## src/rtl/muldiv_unit.sv

```systemverilog
// Iterative HI/LO multiply/divide unit for the execute stage.
// Shift-add multiply and restoring divide, one bit per cycle, WIDTH cycles per op.
module muldiv_unit #(
  parameter int unsigned WIDTH = 32
) (
  input  logic             clk,
  input  logic             rst,
  input  logic             start,
  input  logic [2:0]       op,
  input  logic [WIDTH-1:0] a,
  input  logic [WIDTH-1:0] b,
  output logic             busy,
  output logic             done,
  output logic [WIDTH-1:0] hi,
  output logic [WIDTH-1:0] lo
);

  localparam int unsigned CW = (WIDTH > 1) ? $clog2(WIDTH) : 1;

  localparam logic [2:0] OP_MULT  = 3'd1;
  localparam logic [2:0] OP_MULTU = 3'd2;
  localparam logic [2:0] OP_DIV   = 3'd3;
  localparam logic [2:0] OP_DIVU  = 3'd4;
  localparam logic [2:0] OP_MTHI  = 3'd5;
  localparam logic [2:0] OP_MTLO  = 3'd6;

  typedef enum logic [0:0] {
    IDLE = 1'b0,
    RUN  = 1'b1
  } state_t;

  state_t            state, state_nxt;
  logic [CW-1:0]     cnt, cnt_nxt;
  logic              is_div, is_div_nxt;
  logic              neg_q, neg_q_nxt;     // negate product / quotient
  logic              neg_r, neg_r_nxt;     // negate remainder
  logic              div0, div0_nxt;
  logic [WIDTH-1:0]  acc_hi, acc_hi_nxt;   // product upper half / remainder
  logic [WIDTH-1:0]  acc_lo, acc_lo_nxt;   // multiplier->product lower / dividend->quotient
  logic [WIDTH-1:0]  opb, opb_nxt;         // multiplicand / divisor magnitude
  logic [WIDTH-1:0]  raw_a, raw_a_nxt;     // unmodified a, returned on divide by zero
  logic              busy_nxt, done_nxt;
  logic [WIDTH-1:0]  hi_nxt, lo_nxt;

  logic              accept, is_signed_op, a_neg, b_neg;
  logic [WIDTH-1:0]  a_mag, b_mag;
  logic [WIDTH:0]    mul_sum;
  logic [WIDTH-1:0]  mul_hi_n, mul_lo_n;
  logic [WIDTH:0]    div_sh;
  logic              div_ge;
  logic [WIDTH-1:0]  div_hi_n, div_lo_n;
  logic [2*WIDTH-1:0] mul_prod, mul_fix;
  logic [WIDTH-1:0]  q_fix, r_fix;
  logic [WIDTH-1:0]  step_hi, step_lo, fin_hi, fin_lo;

  // Operand conditioning at accept: magnitudes and sign flags for signed ops.
  always_comb begin
    accept       = start && !busy && (op >= OP_MULT) && (op <= OP_DIVU);
    is_signed_op = (op == OP_MULT) || (op == OP_DIV);
    a_neg        = is_signed_op && a[WIDTH-1];
    b_neg        = is_signed_op && b[WIDTH-1];
    a_mag        = a_neg ? ('0 - a) : a;
    b_mag        = b_neg ? ('0 - b) : b;
  end

  // One iteration of shift-add multiply and restoring divide, plus final sign fix-up.
  always_comb begin
    mul_sum  = {1'b0, acc_hi} + (acc_lo[0] ? {1'b0, opb} : '0);
    mul_hi_n = mul_sum[WIDTH:1];
    mul_lo_n = {mul_sum[0], acc_lo[WIDTH-1:1]};

    div_sh   = {acc_hi, acc_lo[WIDTH-1]};
    div_ge   = div_sh >= {1'b0, opb};
    div_hi_n = div_ge ? WIDTH'(div_sh - {1'b0, opb}) : div_sh[WIDTH-1:0];
    div_lo_n = {acc_lo[WIDTH-2:0], div_ge};

    step_hi  = is_div ? div_hi_n : mul_hi_n;
    step_lo  = is_div ? div_lo_n : mul_lo_n;

    mul_prod = {mul_hi_n, mul_lo_n};
    mul_fix  = neg_q ? ('0 - mul_prod) : mul_prod;
    q_fix    = neg_q ? ('0 - div_lo_n) : div_lo_n;
    r_fix    = neg_r ? ('0 - div_hi_n) : div_hi_n;

    fin_hi   = mul_fix[2*WIDTH-1:WIDTH];
    fin_lo   = mul_fix[WIDTH-1:0];
    if (is_div) begin
      if (div0) begin
        fin_hi = raw_a;
        fin_lo = '1;
      end else begin
        fin_hi = r_fix;
        fin_lo = q_fix;
      end
    end
  end

  // Next-state and next-output logic.
  always_comb begin
    state_nxt  = state;
    cnt_nxt    = cnt;
    is_div_nxt = is_div;
    neg_q_nxt  = neg_q;
    neg_r_nxt  = neg_r;
    div0_nxt   = div0;
    acc_hi_nxt = acc_hi;
    acc_lo_nxt = acc_lo;
    opb_nxt    = opb;
    raw_a_nxt  = raw_a;
    busy_nxt   = busy;
    done_nxt   = 1'b0;
    hi_nxt     = hi;
    lo_nxt     = lo;
    case (state)
      IDLE: begin
        if (accept) begin
          state_nxt  = RUN;
          busy_nxt   = 1'b1;
          cnt_nxt    = '0;
          is_div_nxt = (op == OP_DIV) || (op == OP_DIVU);
          neg_q_nxt  = a_neg ^ b_neg;
          neg_r_nxt  = a_neg;
          div0_nxt   = (b == '0);
          acc_hi_nxt = '0;
          acc_lo_nxt = a_mag;
          opb_nxt    = b_mag;
          raw_a_nxt  = a;
        end else if (start && (op == OP_MTHI)) begin
          hi_nxt = a;
        end else if (start && (op == OP_MTLO)) begin
          lo_nxt = a;
        end
      end
      RUN: begin
        acc_hi_nxt = step_hi;
        acc_lo_nxt = step_lo;
        cnt_nxt    = cnt + CW'(1);
        if (cnt == CW'(WIDTH - 1)) begin
          state_nxt = IDLE;
          cnt_nxt   = '0;
          busy_nxt  = 1'b0;
          done_nxt  = 1'b1;
          hi_nxt    = fin_hi;
          lo_nxt    = fin_lo;
        end
      end
      default: state_nxt = IDLE;
    endcase
  end

  // State and datapath registers; reset aborts any operation in flight.
  always_ff @(posedge clk) begin
    if (rst) begin
      state  <= IDLE;
      cnt    <= '0;
      is_div <= 1'b0;
      neg_q  <= 1'b0;
      neg_r  <= 1'b0;
      div0   <= 1'b0;
      acc_hi <= '0;
      acc_lo <= '0;
      opb    <= '0;
      raw_a  <= '0;
      busy   <= 1'b0;
      done   <= 1'b0;
      hi     <= '0;
      lo     <= '0;
    end else begin
      state  <= state_nxt;
      cnt    <= cnt_nxt;
      is_div <= is_div_nxt;
      neg_q  <= neg_q_nxt;
      neg_r  <= neg_r_nxt;
      div0   <= div0_nxt;
      acc_hi <= acc_hi_nxt;
      acc_lo <= acc_lo_nxt;
      opb    <= opb_nxt;
      raw_a  <= raw_a_nxt;
      busy   <= busy_nxt;
      done   <= done_nxt;
      hi     <= hi_nxt;
      lo     <= lo_nxt;
    end
  end

endmodule
```

## config.mk

```make
export PLATFORM = sky130hd
export DESIGN_NAME = muldiv_unit
export DESIGN_NICKNAME = d
export VERILOG_FILES = /design/src/rtl/muldiv_unit.sv
export SDC_FILE = /design/constraint.sdc
export NUM_CORES = 1
export LEC_CHECK = 0
export CAP_MARGIN = 25
export CORE_AREA = 2 2 196 198
export DETAILED_ROUTE_END_ITERATION = 7
export DIE_AREA = 0 0 198 200
export HOLD_SLACK_MARGIN = 0.08
export PLACE_DENSITY = 0.76
export RECOVER_POWER = 100
export SLEW_MARGIN = 20
export SYNTH_ARGS = -nofsm -noshare
export SYNTH_HDL_FRONTEND = slang
export SYNTH_SLANG_ARGS = --single-unit
```

## constraint.sdc

```tcl
create_clock -name clk -period 8.9 [get_ports clk]
set_clock_uncertainty 0.15 [all_clocks]
set_input_delay 1.78 -clock clk [delete_from_list [all_inputs] [get_ports clk]]
set_output_delay 1.78 -clock clk [all_outputs]
set_load 0.01 [all_outputs]
```

==> results of run 1 <==
==> power breakdown <==
group	switching, mW	total, mW	leakage [nW]	internal, mW
Sequential	0.0852	1.06	1.66	0.972
Combinational	0.895	1.37	5.53	0.470
Clock	0.466	1.17	0.461	0.705
Total	1.45	3.59	7.66	2.15
==> metal layers <==
metal  routed length (um)  global-route usage [%]  part of all wire, %  up-vias
li1                     -                       -                    -     9588
met1                29100                    45.4                   42     9580
met2                30800                    56.2                   45     1100
met3                 6200                    4.77                  9.0      198
met4                 3000                    13.7                  4.3        0
met5                    0                       0                    0        -
==> cell usage in the layout (no fill, tap or decap), types with 40 or more instances in the layout <==
cell | synthesis | routed
xnor2_1 | 139 | 139
inv_1 | 81 | 82
o21ai_0 | 123 | 124
a311oi_1 | 44 | 44
a21oi_1 | 222 | 222
mux2i_1 | 59 | 59
nand2_1 | 285 | 284
a211oi_1 | 90 | 90
xor2_1 | 65 | 65
nand3_1 | 40 | 40
ha_1 | 71 | 71
nor3_1 | 55 | 55
nor2_1 | 365 | 364
o211ai_1 | 47 | 47
dfxtp_1 | 204 | 201
clkdlybuf4s50_1 | 0 | 68
dlygate4sd3_1 | 0 | 66
==> critical path, delay by kind of cell <==
kind / cells / cell delay (ns)
AO/OA/AOI/OAI: 3 / 0.49
buffers and inverters: 3 / 5.35
AND/OR/NAND/NOR: 1 / 0.08
==> worst max path at each step <==
stage / startpoint / to / slack (ns) / cells past startpoint
2_1_floorplan: opb[20]$_SDFFE_PP0P_ / hi[28]$_SDFFE_PP0P_ / 3.13 / 20
3_3_place_gp: opb[21]$_SDFFE_PP0P_ / hi[28]$_SDFFE_PP0P_ / 2.76 / 17
3_5_place_dp: opb[21]$_SDFFE_PP0P_ / hi[28]$_SDFFE_PP0P_ / 2.54 / 17
4_1_cts: opb[21]$_SDFFE_PP0P_ / hi[28]$_SDFFE_PP0P_ / 2.55 / 17
5_1_grt: opb[21]$_SDFFE_PP0P_ / hi[29]$_SDFFE_PP0P_ / 1.06 / 14
6_report: rst / hi[18]$_SDFFE_PP0P_ / 1.44 / 7
==> synth_stat cells, drive strengths merged (40+ instances only) <==
cell type	n
nand2	285
nor2	365
ha	71
mux2i	59
xnor2	139
nand3	40
a211oi	90
inv	82
nor3	56
a21oi	222
a311oi	44
o211ai	47
clkbuf	188
xor2	65
o21ai	127
dfxtp	204
==> area by class of cell <==
type,instances,share of cell area [%]
clock buffers,36,3.58
clock inverters,12,0.837
inverters,84,1.51
multi-input cells,2125,64.0
flip-flops and latches,204,19.6
well taps,511,3.06
repair buffers,163,7.49
==> state kept, by name (all words and copies together) (netlist names) <==
name	count
acc_hi	32
acc_lo	32
hi	32
lo	32
opb	32
raw_a	32
cnt	5
busy	1
div0	1
done	1
is_div	1
neg_q	1
neg_r	1
state	1
==> through the flow <==
stage	instances	instance area, um2	utilization (%)	power (mW)	hold slack (ns)
6_report	3135	20900	56.0	3.59	0.298
5_1_grt	3135	20900	56.0	3.74	0.320
4_1_cts	3134	20900	55.9	3.56	0.304
3_5_place_dp	3086	20000	53.4	2.40	0.295
3_3_place_gp	3085	20000	53.4	2.38	0.289
2_1_floorplan	2628	18600	-	1.98	0.281
==> logic make-up after synthesis <==
group | after synthesis | share of synthesized area [%]
buffers and inverters | 299 | 6.24
adder cells (fa/ha/maj) | 73 | 4.99
flip-flops | 204 | 22.0
XOR/XNOR | 204 | 9.61
AO/OA/AOI/OAI | 821 | 29.7
multiplexers | 67 | 3.72
AND/OR/NAND/NOR | 960 | 23.8
==> results.md, run 1 <==
* Root Buffer: clkbuf_16
* Setup-failing EPs final at 0
* CTS tree: built
* Die X at ~200 um
* Max Fanout on Critical Path at between 100 and 150
* Type of the worst min-delay path: reg2reg
* Crit path time final at between 7 and 8 ns
* CP arrival at approximately 7.8 ns
* Synth top area share at between 20% and 30%
* H-tree levels at 1
* Yosys cell types at a little under 90
* Syn nets at around 2800
* Main flop type after synthesis: dfxtp_1
* Syn Std Cell Area at about 19000 um2
* Synth area leader: dfxtp_1
* Resized Gates After CTS at 0
* First-pass GRT wire length at ~110000 um
* Syn Inst Count at ~2600
* Largest net degree at the start of global routing at 110
* Initial DRT Pass Iterations at 5
* Number of synthesized flops with an enable pin at 0
* Fin crit share at a little over four fifths
* CORE AREA at roughly 37000 um2
* Hold-fix buffers, CTS at 0
* Outcome: complete, but fails checks
* LEAKAGE at between 7 and 8 nW
* P per Cell Area at 172 nW/um2
* Post-CTS setup buffers at 0
* Reg clk slew, reported paths at around 0.06 ns
* Critical-path cell list: clkbuf_1, clkbuf_1, buf_16, o21bai_1, nor2_1, a21oi_1, o41ai_1
* Worst R2R End: lo[28]$_SDFFE_PP0P_
* Antenna violations before repair at 0
* Total track usage at about a third
* Vias per cell at around 6.5
* Vias in the first global route at approximately 19000
* TNS Setup at 0 ns
* Async SR Flop Fraction at 0%
* Hold path startpoint: opb[15]$_SDFFE_PP0P_
* ANT cells at 0
* Die Y at 200 um
* R2R Path Start: acc_hi[2]$_SDFFE_PP0P_
* Most used cell, CP: clkbuf_1
* Reg2Reg Depth at 14
* CP startpoint kind: primary input
* Share of post-route cells with drive strength above 1 at between 4 and 5%
* Peak VDD IR at ~0.13 mV
* Worst slew margin at -262%
* Register area at about 4100 um2
* HPWL Detailed at approximately 51000 um
* Reg2Reg Setup Slack at around 1.6 ns
* Layout fillers at between 3000 and 4000
* Std-Cell Rows at a little over 70
* Max-slew violation count at 185
* Clk_lat worst skew at a little under 0.6 ns
* Initial core utilization at 49.7%
* P&R area growth vs syn at 12.5%
* GP Congestion at between 0.9 and 1
* Final worst slack at 1.44 ns
* F_max at about 130 MHz
* Max-cap violations at 3
* RSZ-0062 raised after global routing: false
* CP required at 9.20 ns
* Crit path capture type: register
* Gr ovfl total at 0
* Yosys Warn Count at 0
* Die footprint at about 40000 um2
* Detailed Route Iter0 Violations at 2104
* Actual slew at the worst max-slew pin at 5.43 ns
* Slowest cell on the critical path: clkbuf_1
* IO buf count at about 140
* Place WS at roughly 2.5 ns
* Drt total wl at 69100 um
* Worst Hold Path EP: opb[15]$_SDFFE_PP0P_
* Kind of critical path: in2reg
* Syn avg cell area at around 7.1 um2
* Area of the multi-input gates at approximately 13000 um2
* Worst Hold Path Cells at 2
* Num CTS Buffers at 27
* Boundary Pins at 136
* Ranking of synthesized cells by area: dfxtp_1 22%, nor2_1 7.4%, xnor2_1 6.5%
* Hold Vio Cnt, Final at 0
* DRC Markers at 0
* Final net count at between 2000 and 3000
* Vias at roughly 20000
* Violated checks: max-capacitance violations, max-slew violations
* Slowest cell delay on critical path at between 3 and 4 ns
* Post-DRT Antenna Nets at 0
* Clock Tree Buf Depth at 3
* Clk sink count at 204
* DR WL/cell at 22.0 um
* Part of the Yosys area used for sequential elements at 22.0%
* #FFs+latches synth at 204
No activity file was read; power rests on OpenSTA's default activity.
==> inputs of run 2 (changes only) <==
clock period = 7.71 ns   (was 8.9 ns; I/O delays follow)
==> run 2 against run 1 <==
The run still ends with max-capacitance violations, max-slew violations left. Clock power is 12% higher. Critical endpoint is now hi[31]$_SDFFE_PP0P_. Total power up 14%. Clock-buffer cell count rose by 1. Sequential cell count unchanged. Non-clock buffer count is 4 higher. Utilization barely moved. Cell count is essentially flat. Sequential share of layout area barely moved. Highest routed layer unchanged. Combinational power increased by 15%. Via count shrank 0.43%. Setup slack got worse by 0.51 ns.
==> results.md, run 2 (synthesis results as in run 1) <==
* Outcome: complete, but fails checks
* Violated checks: max-capacitance violations, max-slew violations
* Kind of critical path: in2reg
* Hold-fix buffers, CTS at 0 (unchanged)
* Fin crit share at about 88%
* Num CTS Buffers at 26 (-3.7%)
* Internal Power at 2.45 mW (+14%)
* Setup-failing EPs final at 0 (unchanged)
* Crit path time final at 6.78 ns
* Register share of total power at 29.6% (+0.2 points)
* Max-cap violations at 1 (-2)
* Logic pwr share at 38.4% (+0.4 points)
* CP required at 8.00 ns (-1.20 ns)
* Clock Tree Buf Depth at 3 (unchanged)
* Clk sink count at 204 (unchanged)
* Initial DRT Pass Iterations at 7 (+2)
* RSZ-0062 raised after global routing: false
* Final worst slack at 0.931 ns (-0.513 ns)
* P&R area growth vs syn at 12.5% (about the same)
* Most common cell after layout, fill and taps aside: nor2_1
* Die footprint at 39600 um2 (unchanged)
* TNS Setup at 0 ns (unchanged)
* Actual slew at the worst max-slew pin at 5.38 ns (-0.0482 ns)
* Vias at 20400 (-0.43%)
* Slowest cell on the critical path: clkbuf_1
* Detailed Route Iter0 Violations at 2087 (-0.81%)
* Place WS at 1.75 ns (-0.793 ns)
* Clock share of power at 32.0% (-0.6 points)
* Final net count at 2751 (+0.11%)
* Clk_lat worst skew at 0.58 ns (about the same)
* Post-DRT Antenna Nets at 0 (unchanged)
* Boundary Pins at 136 (unchanged)
* Psw at 1.67 mW (+15%)
* GP Congestion at 0.941 (-3.2%)
* Share of post-route cells with drive strength above 1 at 4.68% (+0.071 points)
* Die Y at 200 um (unchanged)
* H-tree levels at 1 (unchanged)
* ANT cells at 0 (unchanged)
* Critical-path cell list: clkbuf_1, clkbuf_1, buf_16, or3_1, a41o_1, a31oi_1
* Largest net degree at the start of global routing at 115 (+4.5%)
* P per Cell Area at 196 nW/um2 (+14%)
* Antenna violations before repair at 0 (unchanged)
* Die X at 198 um (unchanged)
* Sw Share at 40.5% (+0.28 points)
* Post-CTS setup buffers at 0 (unchanged)
* Most frequent cells in the layout: 364 x nor2_1, 284 x nand2_1, 222 x a21oi_1
* Max Fanout on Critical Path at 114 (+4.6%)
* Resized Gates After CTS at 0 (unchanged)
* Vias per cell at 6.49 (-0.53%)
* CP startpoint kind: primary input
* CP arrival at 7.07 ns (-0.68 ns)
* Hold Vio Cnt, Final at 0 (unchanged)
* Std-Cell Rows at 71 (unchanged)
* Reg clk slew, reported paths at 0.06 ns (about the same)
* Total track usage at 33.4% (-0.82 points)
* CTS tree: built
* Crit path capture type: register
* CORE AREA at 37400 um2 (unchanged)
* IO buf count at 135 (unchanged)
* Initial core utilization at 49.7% (unchanged)
* Vias in the first global route at 18600 (-2.2%)
* Max-slew violation count at 115 (-38%)
* Drt total wl at 68000 um (-1.5%)
* Worst slew margin at -259% (+3.2 points)
* Type of the worst min-delay path: reg2reg
* Gr ovfl total at 0 (unchanged)
* DR WL/cell at 21.7 um (-1.6%)
* First-pass GRT wire length at 105000 um (-1.9%)
* HPWL Detailed at 50800 um (-0.51%)
* Peak VDD IR at 0.195 mV (+56%)
* LEAKAGE at 7.65 nW (-0.18%)
* Root Buffer: clkbuf_16
* DRC Markers at 0 (unchanged)
* Most used cell, CP: clkbuf_1
* Slowest cell delay on critical path at 3.68 ns (-0.06 ns)
* F_max at 148 MHz
-- run 2: changes by cell type in the layout (fill, tap and decap cells not counted), moves of 2 or more --
cell	before	now
clkinvlp_4	0	3
clkinv_4	0	2
clkinv_2	7	1
clkbuf_8	4	6
clkbuf_1	7	9
buf_4	25	28
-- run 2: metal layers --
| layer | GRT usage (%) | up-vias | share of wire [%] |
|---|---|---|---|
| met1 | 44.4 | 9531 | 42 |
| met5 | 0 | - | 0 |
| met2 | 54.3 | 1083 | 45 |
| li1 | - | 9556 | - |
| met3 | 4.96 | 207 | 8.8 |
| met4 | 13.6 | 0 | 4.6 |
-- run 2: power by group through the flow --
stage	registers [mW]	clock network [mW]	logic [mW]
floorplan	1.18	0	1.11
global placement	1.23	0	1.51
detailed placement	1.24	0	1.53
CTS	1.21	1.32	1.54
global route	1.23	1.36	1.69
finish	1.22	1.31	1.58
-- run 2: worst paths after layout --
check | end | depth (start not counted) | startpoint | slack [ns]
max | hi[31]$_SDFFE_PP0P_ | 6 | rst | 0.93
min | opb[15]$_SDFFE_PP0P_ | 2 | opb[15]$_SDFFE_PP0P_ | 0.30
max reg2reg | lo[28]$_SDFFE_PP0P_ | 15 | acc_hi[2]$_SDFFE_PP0P_ | 1.29
min reg2reg | opb[15]$_SDFFE_PP0P_ | 2 | opb[15]$_SDFFE_PP0P_ | 0.30
-- run 2: cell type report --
| type | count | area, um2 |
|---|---|---|
| repair buffers | 167 | 1590 |
| well taps | 511 | 639 |
| clock inverters | 10 | 151 |
| inverters | 84 | 315 |
| multi-input cells | 2125 | 13400 |
| fillers | 3533 | 16500 |
| flip-flops and latches | 204 | 4090 |
| clock buffers | 37 | 752 |
-- run 2: critical path: cells and delay by family --
| kind | cells | cell delay, ns |
|---|---|---|
| buffers and inverters | 3 | 5.13 |
| AND/OR/NAND/NOR | 1 | 0.17 |
| AO/OA/AOI/OAI | 2 | 0.14 |
-- run 2: per-stage QoR --
step	cell area (um2)	utilization [%]	power, mW	hold slack, ns	cells
6_report	20900	56.0	4.11	0.296	3138
5_1_grt	20900	56.0	4.28	0.315	3138
4_1_cts	20900	56.0	4.07	0.302	3137
3_5_place_dp	20000	53.5	2.76	0.296	3090
3_3_place_gp	20000	53.5	2.75	0.287	3090
2_1_floorplan	18600	-	2.29	0.281	2628
